--- config.mk ---
export PLATFORM = sky130hd
export DESIGN_NAME = fp_addsub_pipe
export DESIGN_NICKNAME = d
export VERILOG_FILES = /design/src/rtl/fp_pkg.sv /design/src/rtl/fp_lzc.sv /design/src/rtl/fp_addsub_pipe.sv
export SDC_FILE = /design/constraint.sdc
export NUM_CORES = 1
export LEC_CHECK = 0
export ABC_AREA = 0
export BUFFER_PORTS_ARGS = -buffer_cell sky130_fd_sc_hd__buf_4
export CAP_MARGIN = 20
export CORE_ASPECT_RATIO = 1.5
export CORE_UTILIZATION = 35
export DETAILED_ROUTE_END_ITERATION = 16
export SLEW_MARGIN = 20
export SYNTH_ARGS = -nofsm -noshare
export SYNTH_HDL_FRONTEND = slang
export SYNTH_HIERARCHICAL = 1
export SYNTH_SLANG_ARGS = --single-unit
--- constraint.sdc ---
create_clock -name clk -period 5.3 [get_ports clk]
set_input_delay 0.53 -clock clk [delete_from_list [all_inputs] [get_ports clk]]
set_output_delay 0.53 -clock clk [all_outputs]
set_load 0.01 [all_outputs]
--- src/rtl/fp_pkg.sv ---
// Shared definitions for the FPU add/subtract datapath:
// format defaults, operand classes and flag-vector layout.
package fp_pkg;

    localparam int EXP_W_DEF = 8;
    localparam int MAN_W_DEF = 23;

    localparam logic [31:0] QNAN_SP = 32'h7FC0_0000;

    typedef enum logic [1:0] {
        C_ZERO,
        C_NORM,
        C_INF,
        C_NAN
    } fp_class_e;

    localparam int FLG_OVF = 0;
    localparam int FLG_UNF = 1;
    localparam int FLG_INX = 2;
    localparam int FLG_INV = 3;
    localparam int FLG_W   = 4;

    function automatic int bias(input int exp_w);
        return (1 << (exp_w - 1)) - 1;
    endfunction

endpackage

--- src/rtl/fp_lzc.sv ---
// Combinational leading-zero counter; returns W when the input is all zero.
module fp_lzc
    import fp_pkg::*;
#(
    parameter int W  = MAN_W_DEF + 4,
    parameter int CW = $clog2(W + 1)
) (
    input  logic [W-1:0]  din,
    output logic [CW-1:0] cnt
);

    always_comb begin
        cnt = CW'(W);
        for (int i = 0; i < W; i++) begin
            if (din[i]) cnt = CW'(W - 1 - i);
        end
    end

endmodule

--- src/rtl/fp_addsub_pipe.sv ---
// Three-stage IEEE-754 style add/subtract with RNE rounding, flush-to-zero
// and valid/ready backpressure; the whole pipe stalls as one unit.
module fp_addsub_pipe
    import fp_pkg::*;
#(
    parameter  int EXP_W = EXP_W_DEF,
    parameter  int MAN_W = MAN_W_DEF,
    localparam int W     = 1 + EXP_W + MAN_W
) (
    input  logic         clk,
    input  logic         rst_n,
    input  logic [W-1:0] Data1,
    input  logic [W-1:0] Data2,
    input  logic         Sub_Op,
    input  logic         In_Data_Valid,
    output logic         In_Ready,
    output logic [W-1:0] Data_Out,
    output logic         Out_Valid,
    input  logic         Out_Ready,
    output logic         Flag_Ovf,
    output logic         Flag_Unf,
    output logic         Flag_Inexact,
    output logic         Flag_Invalid
);

    localparam int N  = MAN_W + 4;
    localparam int AW = MAN_W + 3;
    localparam int LW = $clog2(N + 1);
    localparam int XW = EXP_W + 2;
    localparam logic [EXP_W-1:0] EMAX = '1;
    localparam logic [W-1:0] QNAN = {1'b0, EMAX, 1'b1, {(MAN_W-1){1'b0}}};

    typedef struct packed {
        logic             vld;
        logic             spc;
        logic [W-1:0]     spc_res;
        logic [FLG_W-1:0] spc_flg;
        logic             sgn;
        logic [EXP_W-1:0] exp;
        logic             sub;
        logic             stk;
        logic [AW-1:0]    a_m;
        logic [AW-1:0]    b_m;
    } s1_t;

    typedef struct packed {
        logic             vld;
        logic             spc;
        logic [W-1:0]     spc_res;
        logic [FLG_W-1:0] spc_flg;
        logic             sgn;
        logic [EXP_W-1:0] exp;
        logic             stk;
        logic [N-1:0]     sum;
        logic [LW-1:0]    lz;
    } s2_t;

    function automatic fp_class_e classify(input logic [EXP_W-1:0] e,
                                           input logic [MAN_W-1:0] f);
        if (e == '0) return C_ZERO;
        if (e != EMAX) return C_NORM;
        return (f == '0) ? C_INF : C_NAN;
    endfunction

    logic             adv;
    s1_t              s1_d, s1_q;
    s2_t              s2_d, s2_q;
    logic [FLG_W-1:0] flg_q;

    assign adv      = ~Out_Valid | Out_Ready;
    assign In_Ready = adv;

    // S1: classify, order by magnitude, align the smaller operand
    logic             a_s, b_s, swap, s_z;
    logic [EXP_W-1:0] a_e, b_e, l_e, s_e, diff;
    logic [MAN_W-1:0] a_f, b_f, l_f, s_f;
    logic [W-2:0]     a_mag, b_mag;
    fp_class_e        a_c, b_c;
    logic [31:0]      sh;
    logic [AW-1:0]    s_m;
    logic [2*AW-1:0]  al;

    assign a_s   = Data1[W-1];
    assign a_e   = Data1[W-2:MAN_W];
    assign a_f   = Data1[MAN_W-1:0];
    assign b_s   = Data2[W-1] ^ Sub_Op;
    assign b_e   = Data2[W-2:MAN_W];
    assign b_f   = Data2[MAN_W-1:0];
    assign a_c   = classify(a_e, a_f);
    assign b_c   = classify(b_e, b_f);
    assign a_mag = (a_c == C_ZERO) ? '0 : Data1[W-2:0];
    assign b_mag = (b_c == C_ZERO) ? '0 : Data2[W-2:0];
    assign swap  = b_mag > a_mag;

    always_comb begin
        s1_d     = '0;
        l_e      = swap ? b_e : a_e;
        l_f      = swap ? b_f : a_f;
        s_e      = swap ? a_e : b_e;
        s_f      = swap ? a_f : b_f;
        s_z      = swap ? (a_c == C_ZERO) : (b_c == C_ZERO);
        diff     = l_e - s_e;
        sh       = (32'(diff) >= 32'(AW)) ? 32'(AW) : 32'(diff);
        s_m      = s_z ? '0 : {1'b1, s_f, 2'b00};
        al       = {s_m, {AW{1'b0}}} >> sh;
        s1_d.vld = In_Data_Valid;
        s1_d.sgn = swap ? b_s : a_s;
        s1_d.exp = l_e;
        s1_d.sub = a_s ^ b_s;
        s1_d.a_m = {1'b1, l_f, 2'b00};
        s1_d.b_m = al[2*AW-1:AW];
        s1_d.stk = |al[AW-1:0];
        if (a_c == C_NAN || b_c == C_NAN) begin
            s1_d.spc              = 1'b1;
            s1_d.spc_res          = QNAN;
            s1_d.spc_flg[FLG_INV] = 1'b1;
        end else if (a_c == C_INF && b_c == C_INF) begin
            s1_d.spc = 1'b1;
            if (a_s == b_s) begin
                s1_d.spc_res = {a_s, EMAX, {MAN_W{1'b0}}};
            end else begin
                s1_d.spc_res          = QNAN;
                s1_d.spc_flg[FLG_INV] = 1'b1;
            end
        end else if (a_c == C_INF) begin
            s1_d.spc     = 1'b1;
            s1_d.spc_res = {a_s, EMAX, {MAN_W{1'b0}}};
        end else if (b_c == C_INF) begin
            s1_d.spc     = 1'b1;
            s1_d.spc_res = {b_s, EMAX, {MAN_W{1'b0}}};
        end else if (a_c == C_ZERO && b_c == C_ZERO) begin
            s1_d.spc     = 1'b1;
            s1_d.spc_res = {a_s & b_s, {(W-1){1'b0}}};
        end
    end

    // S2: add/sub; a set sticky on subtract borrows one from the R position
    logic [N-1:0]  sum_c;
    logic [LW-1:0] lz_c;

    always_comb begin
        if (s1_q.sub)
            sum_c = {1'b0, s1_q.a_m} - {1'b0, s1_q.b_m} - N'(s1_q.stk);
        else
            sum_c = {1'b0, s1_q.a_m} + {1'b0, s1_q.b_m};
    end

    fp_lzc #(.W(N), .CW(LW)) u_lzc (
        .din (sum_c),
        .cnt (lz_c)
    );

    always_comb begin
        s2_d         = '0;
        s2_d.vld     = s1_q.vld;
        s2_d.spc     = s1_q.spc;
        s2_d.spc_res = s1_q.spc_res;
        s2_d.spc_flg = s1_q.spc_flg;
        s2_d.sgn     = s1_q.sgn;
        s2_d.exp     = s1_q.exp;
        s2_d.stk     = s1_q.stk;
        s2_d.sum     = sum_c;
        s2_d.lz      = lz_c;
    end

    // S3: shifting by lz puts the hidden bit at the MSB (lz=0 on carry-out)
    logic [N-1:0]     norm;
    logic [MAN_W-1:0] frac, rf;
    logic             g, r, s, up, rc;
    logic [XW-1:0]    e_n, e_r;
    logic [W-1:0]     res_d;
    logic [FLG_W-1:0] flg_d;

    always_comb begin
        norm  = s2_q.sum << s2_q.lz;
        frac  = norm[N-2:3];
        g     = norm[2];
        r     = norm[1];
        s     = norm[0] | s2_q.stk;
        e_n   = {2'b00, s2_q.exp} + XW'(1) - XW'(s2_q.lz);
        up    = g & (r | s | frac[0]);
        {rc, rf} = {1'b0, frac} + {{MAN_W{1'b0}}, up};
        e_r   = e_n + XW'(rc);
        res_d = '0;
        flg_d = '0;
        if (s2_q.vld) begin
            if (s2_q.spc) begin
                res_d = s2_q.spc_res;
                flg_d = s2_q.spc_flg;
            end else if (!norm[N-1]) begin
                res_d = '0;
            end else if (e_n[XW-1] || e_n == '0) begin
                res_d          = {s2_q.sgn, {(W-1){1'b0}}};
                flg_d[FLG_UNF] = 1'b1;
                flg_d[FLG_INX] = 1'b1;
            end else if (e_r >= {2'b00, EMAX}) begin
                res_d          = {s2_q.sgn, EMAX, {MAN_W{1'b0}}};
                flg_d[FLG_OVF] = 1'b1;
                flg_d[FLG_INX] = 1'b1;
            end else begin
                res_d          = {s2_q.sgn, e_r[EXP_W-1:0], rf};
                flg_d[FLG_INX] = g | r | s;
            end
        end
    end

    always_ff @(posedge clk or negedge rst_n) begin
        if (!rst_n) begin
            s1_q      <= '0;
            s2_q      <= '0;
            Out_Valid <= 1'b0;
            Data_Out  <= '0;
            flg_q     <= '0;
        end else if (adv) begin
            s1_q      <= s1_d;
            s2_q      <= s2_d;
            Out_Valid <= s2_q.vld;
            Data_Out  <= res_d;
            flg_q     <= flg_d;
        end
    end

    assign Flag_Ovf     = flg_q[FLG_OVF];
    assign Flag_Unf     = flg_q[FLG_UNF];
    assign Flag_Inexact = flg_q[FLG_INX];
    assign Flag_Invalid = flg_q[FLG_INV];

endmodule

Word level (Yosys, flattened, before mapping)
Index checks and enable logic that the tools add are counted.
{ "totals": {"ff_bits": 210, "in_bits": 69} }
{ "op_classes": {"add_sub_neg": 8, "magnitude_cmp": 3, "n_eq_ne": 7, "shift": 2, "mux": 76, "bitwise_logic": 11, "n_reduce_logical": 12} }
{ "op_table": {"columns": ["cell", "count"], "rows": [
  ["$mux 33", 4],
  ["$mux 32", 4],
  ["$mux 31", 4],
  ["$mux 5", 16],
  ["$shr 52x8->52", 1],
  ["$logic_not 23->1", 2],
  ["$mux 23", 2],
  ["$mux 4", 9],
  ["$mux 34", 1],
  ["$gt 31x31->1", 1],
  ["$add 26x26->27", 1],
  ["$mux 27", 1],
  ["$shl 27x5->27", 1],
  ["$sub 26x26->27", 1],
  ["$sub 27x1->27", 1],
  ["$mux 26", 1],
  ["$reduce_or 26->1", 1],
  ["$add 23x1->24", 1],
  ["$mux 8", 3],
  ["$mux 2", 10],
  ["$mux 1", 19],
  ["$logic_not 8->1", 2],
  ["$ne 8x8->1 const B", 2],
  ["$add 10x1->10", 1],
  ["16 further kinds", 30]
]} }

Depth between registers and ports, before layout
Gate-level depths: netlist of the first run.
{ "logic_depth": {"depth_word": 30, "depth_mapped": 29} }

By module
The synthesis of the first run kept the hierarchy.
{ "by_module_without_submodules": {"columns": ["mod", "n_inst", "cells_per_inst", "area_each_um2"], "rows": [
  ["fp_addsub_pipe", 1, 1941, 15049.4],
  ["fp_lzc", 1, 51, 277.8]
]} }

Least setup slack after synthesis of the first run
OpenSTA, ideal clock, no wires.
{ "synth_timing": {"kind": "input -> register", "from": "in Data2[23]", "to": "reg s1_q[52] (netlist bit)", "arrival_ns": 6.518, "path_slack_ns": -1.342, "stages": 28, "n_path_buf": 6, "cell_sequence": "nor4_1 -> nand2_1 -> clkbuf_1 -> and2_1 -> ha_1 -> nand4_1 -> or3_1 -> a211oi_2 -> o21ai_2 -> nand2_2 -> buf_6 -> clkbuf_1 -> clkbuf_1 -> mux2i_1 -> ha_1 -> or3_1 -> buf_6 -> mux2i_4 -> and4_1 -> buf_4 -> nor3_4 -> mux2i_1 -> a21oi_1 -> o2bb2ai_1 -> a22oi_1 -> o2111ai_1 -> o31a_1 -> a211o_1"} }
{ "synth_via": {"elab_chain_len": 14, "elab_cells_between_ends": 21, "cone_classes": "1 x add/sub; 2 x order compare; 1 x eq/ne; 1 x shift; 13 x mux; 3 x reduce/logical"} }
{ "synth_rtl": {"columns": ["element", "line_no", "text"], "rows": [
  ["start: declaration", "fp_addsub_pipe.sv:13", "input logic [W-1:0] Data2,"],
  ["$ne 8x8->1", "fp_addsub_pipe.sv:61", "if (e != EMAX) return C_NORM;"],
  ["$mux 1 (2 in a row)", "fp_addsub_pipe.sv:61", null],
  ["$mux 2", "fp_addsub_pipe.sv:62", "return (f == '0) ? C_INF : C_NAN;"],
  ["$mux 2", "fp_addsub_pipe.sv:61", null],
  ["$logic_not 2->1", "fp_addsub_pipe.sv:92, fp_addsub_pipe.sv:101", null],
  ["$mux 31", "fp_addsub_pipe.sv:92", "assign b_mag = (b_c == C_ZERO) ? '0 : Data2[W-2:0];"],
  ["$gt 31x31->1", "fp_addsub_pipe.sv:93", "assign swap = b_mag > a_mag;"],
  ["$mux 8 (on tied branches)", "fp_addsub_pipe.sv:97, fp_addsub_pipe.sv:99", null],
  ["$sub 8x8->8", "fp_addsub_pipe.sv:102", "diff = l_e - s_e;"],
  ["$ge 8x5->1", "fp_addsub_pipe.sv:103", "sh = (32'(diff) >= 32'(AW)) ? 32'(AW) : 32'(diff);"],
  ["$mux 8", "fp_addsub_pipe.sv:103", null],
  ["$shr 52x8->52 *", "fp_addsub_pipe.sv:105", "al = {s_m, {AW{1'b0}}} >> sh;"],
  ["$reduce_or 26->1 *", "fp_addsub_pipe.sv:112", "s1_d.stk = |al[AW-1:0];"],
  ["end signal: assignment", "fp_addsub_pipe.sv:209", "s1_q <= '0;"],
  ["end signal: assignment", "fp_addsub_pipe.sv:215", "s1_q <= s1_d;"],
  ["end: declaration", "fp_addsub_pipe.sv:66", "s1_t s1_d, s1_q;"]
]} }
Mark *: on every way between the ends. The rest lies on a longest branch, timed or not. The select of a mux whose other input is x is not followed.
A chain may end at the register's enable or synchronous reset.

Worst setup path in the final report of the first run
{ "layout_timing": {"from": "in Data2[27]", "to": "reg s1_q[52] (netlist bit)"} }
The elaborated chain is that of the path after synthesis.

==> out/metrics.csv, run 1 <==
metric;value;unit
total of max-cap violations;0;
Crit. End Element;register;
Final Max Tran Viols;0;
endpoints failing setup;9;
commonest non-fill, non-tap cell in the layout;buf_4;
sequential element share of the synthesized area;24.5;%
Async SR Flop Fraction;100;%
die width;173;um
row cnt;93;
VDD IR max;0.280;mV
dpl hpwl;47000;um
post-synth cell types;106;
total wire length;57300;um
Port Buffers;106;
P_leak;9.55;nW
aggregate global-route resource usage;25.5;%
RSZ-0062 raised after global routing;true;
commonest non-fill, non-tap cells in the layout;buf_4, nand2_1, nor2_1;
Synth Warn #;6;
RePlAce Congestion;0.985;
antenna violations before repair;0;
DRC Markers;0;
Critical path buffers and inverters;4;
Crit Path Class;in -> reg;
fmax;179;MHz
run status;complete, but fails checks;
Util after Layout;47.5;%
Post-synth EDFFs;0;
DR vias;15979;
synthesized flop and latch total;150;
Cells after Synth;1992;
first-pass GRT wire length;88500;um
Worst Reg2Reg Path Length in Cells;24;
initial core utilization;35.6;%
I/O Pins;107;
Tcrit/Tclk final;105;%
RR Startpoint;s2_q[1]$_DFFE_PN0P_;
core footprint;43100;um^2
worst endpoint required time;5.64;ns
PnR Total Power;9.26;mW
slowest CP cell;a221oi_2;
failing checks;negative setup slack;
CP startpoint;Data2[27];
layout cells sized above 1;27.6;%
min Tclk post-route;5.58;ns
worst slew pin tran;0.965;ns
Hold Path End;s1_q[100]$_DFFE_PN0P_;
drt pass-1 iters;6;
Clock Path Buffers;2;
Sink Count;150;
max incr delay on CP;0.41;ns
Non-Filler Instances;2952;
Iter 0 DRT Violations;891;
synth-to-layout area growth;33.5;%
placed cells;2892;
die height;258;um
Fin Hold WS;0.277;ns
critical hold path startpoint;In_Data_Valid;
Final Hold Viols;0;
critical path's top delay family;compound AO/OA/AOI/OAI gates;
startpoint types;input port;
worst hold stages;3;
CTS tree;done;
Mapped Area;15300;um^2
skew final;0.0101;ns
Routed Antenna Nets;0;
cell repeated most along the worst path;buf_4;
Worst EP arrival;5.91;ns
Remaining Overflow, GRT;0;
area leader, netlist;dfrtp_1;
largest net degree at the start of global routing;85;
Synth top area share;24.5;%
slew margin rel.;35.6;%
vias in the first global route;16192;
Avg Cell Area, Syn;7.69;um^2
final worst slack;-0.279;ns
die area;44700;um^2
Max Fanout on Critical Path;25;
RR Endpoint;Data_Out[11]$_DFFE_PN0P_;
Nets;2566;
Routed WL per cell;19.4;um
Syn Nets;2189;
TritonCTS Buffers;17;
Vias/cell;5.41;
largest cells by area after synthesis;dfrtp_1, ha_1, nand2_1;
ANT cells;0;
worst hold path class;in -> reg;
r2r setup slk;0.21;ns
Worst-path clk slew;0.07;ns
top_reg_cell synth;dfrtp_1;
Setup TNS Final;-1.36;ns
root buf cell;clkbuf_16;
H-Tree Level Count;4;
Worst-Skew Late Latency;0.45;ns
cell area power density;453;nW/um^2
power by group:
group	total, mW	switching (mW)	leakage [nW]	internal [mW]
logic	6.14	3.45	7.33	2.69
registers	1.77	0.293	1.90	1.47
clock network	1.36	0.549	0.320	0.811
total	9.26	4.29	9.55	4.97
cells in the mapped netlist (all sizes together) (10+ instances only):
| cell | instances |
|---|---|
| a211oi | 39 |
| a21o | 18 |
| a21oi | 107 |
| a22o | 31 |
| a31oi | 35 |
| and2 | 39 |
| and3 | 21 |
| buf | 25 |
| clkbuf | 78 |
| dfrtp | 150 |
| ha | 126 |
| inv | 117 |
| mux2 | 19 |
| mux2i | 59 |
| mux4 | 16 |
| nand2 | 342 |
| nand2b | 24 |
| nand3 | 30 |
| nand4 | 18 |
| nor2 | 209 |
| nor2b | 20 |
| nor3 | 51 |
| nor4 | 31 |
| o211ai | 14 |
| o21a | 18 |
| o21ai | 107 |
| o21bai | 10 |
| o22ai | 14 |
| o31ai | 10 |
| or3 | 17 |
| xnor2 | 47 |
| xor2 | 27 |
worst max path at each step:
stage,slack (ns),endpoint,cells past startpoint
2_1_floorplan,-0.69,s1_q[52]$_DFFE_PN0P_,28
5_1_grt,-0.50,s1_q[52]$_DFFE_PN0P_,28
4_1_cts,-0.18,s1_q[52]$_DFFE_PN0P_,26
3_3_place_gp,-0.93,s1_q[52]$_DFFE_PN0P_,25
6_report,-0.28,s1_q[52]$_DFFE_PN0P_,26
3_5_place_dp,-0.94,s1_q[52]$_DFFE_PN0P_,25
per-stage QoR:
step	worst slack [ns]	instance area, um^2
floorplan	-0.686	15600
global placement	-0.931	19100
detailed placement	-0.940	19100
CTS	-0.177	20100
global route	-0.504	20500
finish	-0.279	20500
cell families after synthesis:
logic type      after synthesis  share of synthesized area, %
compound gates              499                          22.3
xor+xnor                     74                          4.28
fa+ha+maj                   128                          10.5
buf+inv                     222                          5.82
flops                       150                          24.5
mux                          94                          7.73
simple gates                825                          24.9
layer usage:
metal  GRT usage, %  part of all wire (%)  routed length, um  vias to the layer above
met1           25.0                    36              20600                     7582
li1               -                     -                  -                     7841
met5              0                     0                  0                        -
met4           19.7                   7.7               4420                        0
met3           2.19                   2.6               1500                      172
met2           49.1                    54              30800                      384
worst min-delay path, stage by stage:
cell and delay [ns]:
buf_4 0.08, nand2_1 0.04, nand2_1 0.05
registers in the layout, summed over array words and instances (netlist names):
name / flops
Data_Out: 32
Out_Valid: 1
s2_q: 47
s1_q: 66
flg_q: 4
area by class of cell:
class | count | area [um^2]
clock buffers | 17 | 425
clock inverters | 15 | 233
fillers | 4320 | 22600
inverters | 119 | 449
multi-input cells | 1621 | 11300
flip-flops and latches | 150 | 3750
well taps | 570 | 713
repair buffers | 460 | 3590
repair_timing:
| action | 4_1_cts | 5_1_grt |
|---|---|---|
| hold endpoints to repair | 36 | 0 |
| resized for setup | 50 | 56 |
| gates cloned | 1 | 0 |
| buffers inserted | 12 | 14 |
| setup endpoints to repair | 35 | 58 |
| hold buffers | 1 | 0 |
| pin swaps | 16 | 26 |
Power figures use the tool's default switching activity.
==> run 2: changes to the inputs <==
--- a/config.mk
+++ b/config.mk
@@ -10,6 +10,7 @@
 export CAP_MARGIN = 20
 export CORE_ASPECT_RATIO = 1.5
 export CORE_UTILIZATION = 35
+export CTS_BUF_LIST = sky130_fd_sc_hd__clkbuf_4
 export DETAILED_ROUTE_END_ITERATION = 16
 export SLEW_MARGIN = 20
 export SYNTH_ARGS = -nofsm -noshare
==> run 2 against run 1 <==
Compared with the run above:
- the flow still finishes with violations (negative setup slack)
- count of clock-buffer cells in the layout did not move
- setup slack improved by 0.16 ns
- combinational power is essentially flat
- via count fell by 0.51%
- register-to-register slack improved by 0.06 ns
- clock power decreased by 35%
- global-route usage fell by 0.29 points
- sequential cell count is the same
- routed wire length shrank 0.97%
- first-iteration DRC count fell by 2.1%
- largest power group unchanged
==> out/metrics.csv, run 2 (synthesized netlist as in run 1, its figures left out) <==
metric;value;unit;change
Tcrit/Tclk final;102;%;was 105%
total wire length;56800;um;was 57300 um
largest registers;s1_q x66, s2_q x47, Data_Out x32;;unchanged
Most flops, register;s1_q;;unchanged
Max Fanout on Critical Path;25;;unchanged
TritonCTS Buffers;17;;unchanged
RSZ-0062 raised after global routing;true;;unchanged
DR WL met3;1510;um;was 1500 um
VDD IR max;0.164;mV;was 0.280 mV
die height;258;um;unchanged
largest net degree at the start of global routing;85;;unchanged
Worst EP arrival;5.94;ns;was 5.91 ns
commonest non-fill, non-tap cell in the layout;buf_4;;unchanged
dpl cell area;19100;um^2;unchanged
Final Hold Viols;0;;unchanged
wl on met1;20400;um;was 20600 um
fmax;184;MHz;was 179 MHz
drt pass-1 iters;5;;was 6
Sink Count;150;;unchanged
Internal;4.57;mW;was 4.97 mW
commonest non-fill, non-tap cells in the layout;buf_4, nand2_1, nor2_1;;unchanged
register area;3760;um^2;was 3750 um^2
min Tclk post-route;5.42;ns;was 5.58 ns
total of max-cap violations;0;;unchanged
slew margin rel.;35.9;%;was 35.6%
die width;173;um;unchanged
endpoints failing setup;3;;was 9
Worst-path clk slew;0.14;ns;was 0.07 ns
Sw Ratio;48.1;%;was 46.4%
skew final;0.0256;ns;was 0.0101 ns
cell area power density;435;nW/um^2;was 453 nW/um^2
H-Tree Level Count;4;;unchanged
synth-to-layout area growth;32.2;%;was 33.5%
Iter 0 DRT Violations;872;;was 891
I/O Pins;107;;unchanged
worst hold stages;3;;unchanged
row cnt;93;;unchanged
dpl hpwl;47000;um;unchanged
startpoint types;input port;;unchanged
Routed WL per cell;19.3;um;was 19.4 um
DRC Markers;0;;unchanged
fin area;20300;um^2;was 20500 um^2
Clock Power Share;10.0;%;was 14.7%
root buf cell;clkbuf_4;;was clkbuf_16
Vias/cell;5.39;;was 5.41
antenna violations before repair;1;;was 0
area of the multi-input gates;11400;um^2;was 11300 um^2
Clock Path Buffers;2;;unchanged
Final Max Tran Viols;0;;unchanged
initial core utilization;35.6;%;unchanged
Util after Layout;47.1;%;was 47.5%
P_leak;9.41;nW;was 9.55 nW
Port Buffers;106;;unchanged
Routed met2 length;30700;um;was 30800 um
Crit. End Element;register;;unchanged
max reg flops;66;;unchanged
Remaining Overflow, GRT;0;;unchanged
aggregate global-route resource usage;25.2;%;was 25.5%
layout cells sized above 1;28.2;%;was 27.6%
CTS tree;done;;unchanged
worst hold path class;in -> reg;;unchanged
final worst slack;-0.122;ns;was -0.279 ns
vias in the first global route;16004;;was 16192
Fin Hold WS;0.101;ns;was 0.277 ns
Worst-Skew Late Latency;0.62;ns;was 0.45 ns
worst endpoint required time;5.82;ns;was 5.64 ns
DR vias;15898;;was 15979
pre-CTS setup slack;-0.940;ns;unchanged
worst slew pin tran;0.960;ns;was 0.965 ns
Worst Reg2Reg Path Length in Cells;23;;was 24
first-pass GRT wire length;87500;um;was 88500 um
failing checks;negative setup slack;;unchanged
run status;complete, but fails checks;;unchanged
Routed Antenna Nets;0;;unchanged
Reg power frac;20.0;%;was 19.1%
net switching power;4.23;mW;was 4.29 mW
RePlAce Congestion;0.985;;unchanged
Top Layer Used;met4;;unchanged
combinational share of power;70.0;%;was 66.3%
Nets;2560;;was 2566
core footprint;43100;um^2;unchanged
Filler cells;4347;;was 4320
Crit Path Class;in -> reg;;unchanged
die area;44700;um^2;unchanged
==> run 2: worst paths after layout <==
check                                      start                       end  slack, ns
min in group asynchronous                  rst_n   Data_Out[8]$_DFFE_PN0P_       0.39
max                                    Data2[23]      s1_q[52]$_DFFE_PN0P_      -0.12
min reg2reg                s1_q[100]$_DFFE_PN0P_     s1_q[100]$_DFFE_PN0P_       0.49
max reg2reg                  s2_q[1]$_DFFE_PN0P_  Data_Out[11]$_DFFE_PN0P_       0.27
max in group asynchronous                  rst_n      s2_q[36]$_DFFE_PN0P_       3.85
min                                In_Data_Valid     s1_q[100]$_DFFE_PN0P_       0.10
==> run 2: cell type report <==
type | instances | area share, %
inverters | 119 | 2.22
well taps | 570 | 3.52
clock inverters | 15 | 1.15
repair buffers | 455 | 17.6
clock buffers | 17 | 0.630
multi-input cells | 1620 | 56.3
diodes | 1 | 0.0124
flip-flops and latches | 150 | 18.5
==> run 2: stage by stage <==
stage          power, mW  instances  TNS [ns]
5_1_grt             9.49       2947     -1.55
2_1_floorplan       5.49       1992     -5.07
3_5_place_dp        7.54       2892    -16.73
3_3_place_gp        7.45       2892    -15.78
6_report            8.80       2947    -0.190
4_1_cts             8.49       2930   -0.0106
==> run 2: power groups by stage <==
| stage | Clock [mW] | Sequential, mW | Combinational [mW] |
|---|---|---|---|
| after CTS | 0.908 | 1.77 | 5.81 |
| after global placement | 0 | 1.78 | 5.67 |
| final | 0.878 | 1.76 | 6.16 |
| after detailed placement | 0 | 1.79 | 5.75 |
| after global routing | 0.947 | 1.81 | 6.73 |
| after floorplan | 0 | 1.70 | 3.79 |
==> run 2: what timing repair did <==
action	CTS	global route
pin swaps	10	43
buffers inserted	5	16
hold buffers	1	0
endpoints found under the hold margin	36	0
gates resized for setup	26	100
endpoints found under the setup margin	33	54
==> run 2: critical path, cell delays in order <==
cell and delay, ns:
buf_4 0.12, nor4_4 0.30, nand2_2 0.11, buf_12 0.17, and2_1 0.17, ha_1 0.30, nand4_1 0.12, or3_1 0.38
a211oi_4 0.24, o21ai_4 0.12, nand2_4 0.12, mux2i_2 0.24, ha_2 0.26, o31ai_4 0.08, buf_4 0.14, o211a_4 0.14
a211o_4 0.33, buf_4 0.16, o32ai_2 0.25, o211ai_1 0.19, a221oi_2 0.42, mux2i_1 0.17, mux2_4 0.30, nor4_2 0.21
nand3_1 0.11, a211o_1 0.26
==> run 2: per-layer routing <==
metal	vias to the layer above	GRT usage, %
met5	-	0
met4	0	18.1
met3	172	2.44
met2	383	49.0
met1	7509	24.7
li1	7834	-
==> run 3: changes to the inputs <==
--- a/config.mk
+++ b/config.mk
@@ -8,10 +8,13 @@
 export ABC_AREA = 0
 export BUFFER_PORTS_ARGS = -buffer_cell sky130_fd_sc_hd__buf_4
 export CAP_MARGIN = 20
+export CELL_PAD_IN_SITES_DETAIL_PLACEMENT = 1
+export CELL_PAD_IN_SITES_GLOBAL_PLACEMENT = 1
 export CORE_ASPECT_RATIO = 1.5
 export CORE_UTILIZATION = 35
 export CTS_BUF_LIST = sky130_fd_sc_hd__clkbuf_4
 export DETAILED_ROUTE_END_ITERATION = 16
+export PLACE_DENSITY_LB_ADDON = 0.1
 export SLEW_MARGIN = 20
 export SYNTH_ARGS = -nofsm -noshare
 export SYNTH_HDL_FRONTEND = slang
==> constraint.sdc (replaced) <==
create_clock -name clk -period 5.3 [get_ports clk]
set_input_delay 0.265 -clock clk [delete_from_list [all_inputs] [get_ports clk]]
set_output_delay 0.265 -clock clk [all_outputs]
set_load 0.01 [all_outputs]
==> run 3 against run 2 <==
Compared with the run above:
- the flow now finishes without violations
- first-iteration DRC count is 29% lower
- setup slack gained 0.14 ns
- count of clock-buffer cells in the layout unchanged
- sequential share of layout area is essentially flat
- critical path type unchanged
- critical endpoint unchanged
==> out/metrics.csv, run 3 (synthesized netlist as in run 1, its figures left out) <==
metric;value;unit;change
run status;completed;;was complete, but fails checks
combinational share of power;71.9;%;was 70.0%
Final Max Tran Viols;0;;unchanged
RSZ-0062 raised after global routing;true;;unchanged
GR peak layer;met2;;unchanged
register area;3760;um^2;unchanged
met1 Use GR;29.8;%;was 24.7%
Worst Reg2Reg Path Length in Cells;23;;unchanged
Sw Ratio;49.8;%;was 48.1%
VDD IR max;0.180;mV;was 0.164 mV
Critical Path End;s1_q[52]$_DFFE_PN0P_;;unchanged
GRT met2 Usage;58.6;%;was 49.0%
vias in the first global route;17625;;was 16004
total wire length;65200;um;was 56800 um
P_leak;9.42;nW;was 9.41 nW
first-pass GRT wire length;101000;um;was 87500 um
die height;258;um;unchanged
critical path's top delay family;simple AND/OR/NAND/NOR gates;;was compound AO/OA/AOI/OAI gates
worst hold path class;in -> reg;;unchanged
Vias/cell;5.47;;was 5.39
Internal;4.57;mW;about the same
Reg power frac;19.7;%;was 20.0%
pre-CTS setup slack;-0.887;ns;was -0.940 ns
min Tclk post-route;5.28;ns;was 5.42 ns
die width;173;um;unchanged
Crit. End Element;register;;unchanged
net switching power;4.54;mW;was 4.23 mW
TritonCTS Buffers;17;;unchanged
area of the multi-input gates;11300;um^2;was 11400 um^2
RePlAce Congestion;0.938;;was 0.985
Filler cells;5278;;was 4347
skew final;0.0449;ns;was 0.0256 ns
RR Endpoint;Data_Out[0]$_DFFE_PN0P_;;was Data_Out[11]$_DFFE_PN0P_
Tcrit/Tclk final;99.6;%;was 102%
I/O Pins;107;;unchanged
Clock Power Share;8.4;%;was 10.0%
cell area power density;449;nW/um^2;was 435 nW/um^2
layout cells sized above 1;27.1;%;was 28.2%
total of max-cap violations;0;;unchanged
max reg flops;66;;unchanged
antenna violations before repair;1;;unchanged
Util after Layout;47.1;%;about the same
met3 usage;2.07;%;was 2.44%
CTS tree;done;;unchanged
Most flops, register;s1_q;;unchanged
commonest non-fill, non-tap cells in the layout;buf_4, nand2_1, nor2_1;;unchanged
Critical path buffers and inverters;6;;was 4
startpoint types;input port;;unchanged
Sink Count;150;;unchanged
slew margin rel.;41.2;%;was 35.9%
slowest CP cell;a221oi_1;;was a221oi_2
DR vias;16247;;was 15898
r2r setup slk;0.27;ns;about the same
commonest non-fill, non-tap cell in the layout;buf_4;;unchanged
Fin Hold WS;0.0333;ns;was 0.101 ns
worst slew pin tran;0.873;ns;was 0.960 ns
max incr delay on CP;0.41;ns;was 0.42 ns
H-Tree Level Count;4;;unchanged
Final Hold Viols;0;;unchanged
die area;44700;um^2;unchanged
critical hold path startpoint;Data2[5];;was In_Data_Valid
root buf cell;clkbuf_4;;unchanged
worst endpoint required time;5.83;ns;was 5.82 ns
largest registers;s1_q x66, s2_q x47, Data_Out x32;;unchanged
Remaining Overflow, GRT;0;;unchanged
largest net degree at the start of global routing;76;;was 85
Worst EP arrival;5.81;ns;was 5.94 ns
Worst-path clk slew;0.16;ns;was 0.14 ns
Setup TNS Final;0;ns;was -0.190 ns
Worst-Skew Late Latency;0.63;ns;was 0.62 ns
aggregate global-route resource usage;29.2;%;was 25.2%
PnR Total Power;9.11;mW;was 8.80 mW
drt pass-1 iters;5;;unchanged
core footprint;43100;um^2;unchanged
Nets;2583;;was 2560
final worst slack;0.0203;ns;was -0.122 ns
DRC Markers;0;;unchanged
Routed Antenna Nets;0;;unchanged
row cnt;93;;unchanged
cell repeated most along the worst path;buf_4;;unchanged
fmax;189;MHz;was 184 MHz
Critical Path Stages;27;;was 26
dpl hpwl;54100;um;was 47000 um
CP startpoint;Data2[23];;unchanged
RR Startpoint;s2_q[1]$_DFFE_PN0P_;;unchanged
synth-to-layout area growth;32.3;%;was 32.2%
endpoints failing setup;0;;was 3
Max Fanout on Critical Path;24;;was 25
initial core utilization;35.6;%;unchanged
Iter 0 DRT Violations;620;;was 872
Crit Path Class;in -> reg;;unchanged
Routed WL per cell;22.0;um;was 19.3 um
Port Buffers;106;;unchanged
Clock Path Buffers;2;;unchanged
-- run 3: metal layers --
layer / vias to the layer above / routed length (um)
met1: 8018 / 24200
met4: 0 / 3420
met2: 241 / 36700
met3: 118 / 974
li1: 7870 / -
met5: - / 0
-- run 3: worst min-delay path by stage --
stage / cells past startpoint / to / slack, ns
floorplan: 0 / Data_Out[0]$_DFFE_PN0P_ / -0.03
global placement: 1 / s2_q[12]$_DFFE_PN0P_ / 0.25
detailed placement: 1 / s2_q[13]$_DFFE_PN0P_ / 0.26
CTS: 3 / s1_q[33]$_DFFE_PN0P_ / 0.003
global route: 4 / s1_q[50]$_DFFE_PN0P_ / 0.02
finish: 3 / s1_q[33]$_DFFE_PN0P_ / 0.03
-- run 3: timing repair --
item,in CTS,in global routing
hold buffers,37,0
gates resized for setup,27,91
endpoints found under the hold margin,72,0
buffers inserted,3,20
endpoints found under the setup margin,33,50
pin swaps,5,53
-- run 3: worst min-delay path, cell delays in order --
cell and delay, ns:
buf_4 0.10, mux2i_1 0.08, o21ai_0 0.17
-- run 3: cell type report --
type                            count  area share [%]
Sequential cell                   150            18.5
Multi-Input combinational cell   1620            55.7
Timing Repair Buffer              478            18.7
Clock inverter                     14           0.685
Antenna cell                        3          0.0370
Tap cell                          570            3.52
Clock buffer                       17           0.629
Inverter                          119            2.22
-- run 3: power by group through the flow --
| stage | logic, mW | clock network [mW] | registers, mW |
|---|---|---|---|
| detailed placement | 6.17 | 0 | 1.82 |
| global placement | 6.05 | 0 | 1.80 |
| finish | 6.55 | 0.768 | 1.79 |
| global route | 7.16 | 0.831 | 1.84 |
| CTS | 6.30 | 0.804 | 1.79 |
| floorplan | 3.78 | 0 | 1.70 |
-- run 3: stage by stage --
stage,std cells,area [um^2]
floorplan,1992,15500
global placement,2877,18900
detailed placement,2877,18900
CTS,2948,19700
global route,2969,20300
finish,2971,20300
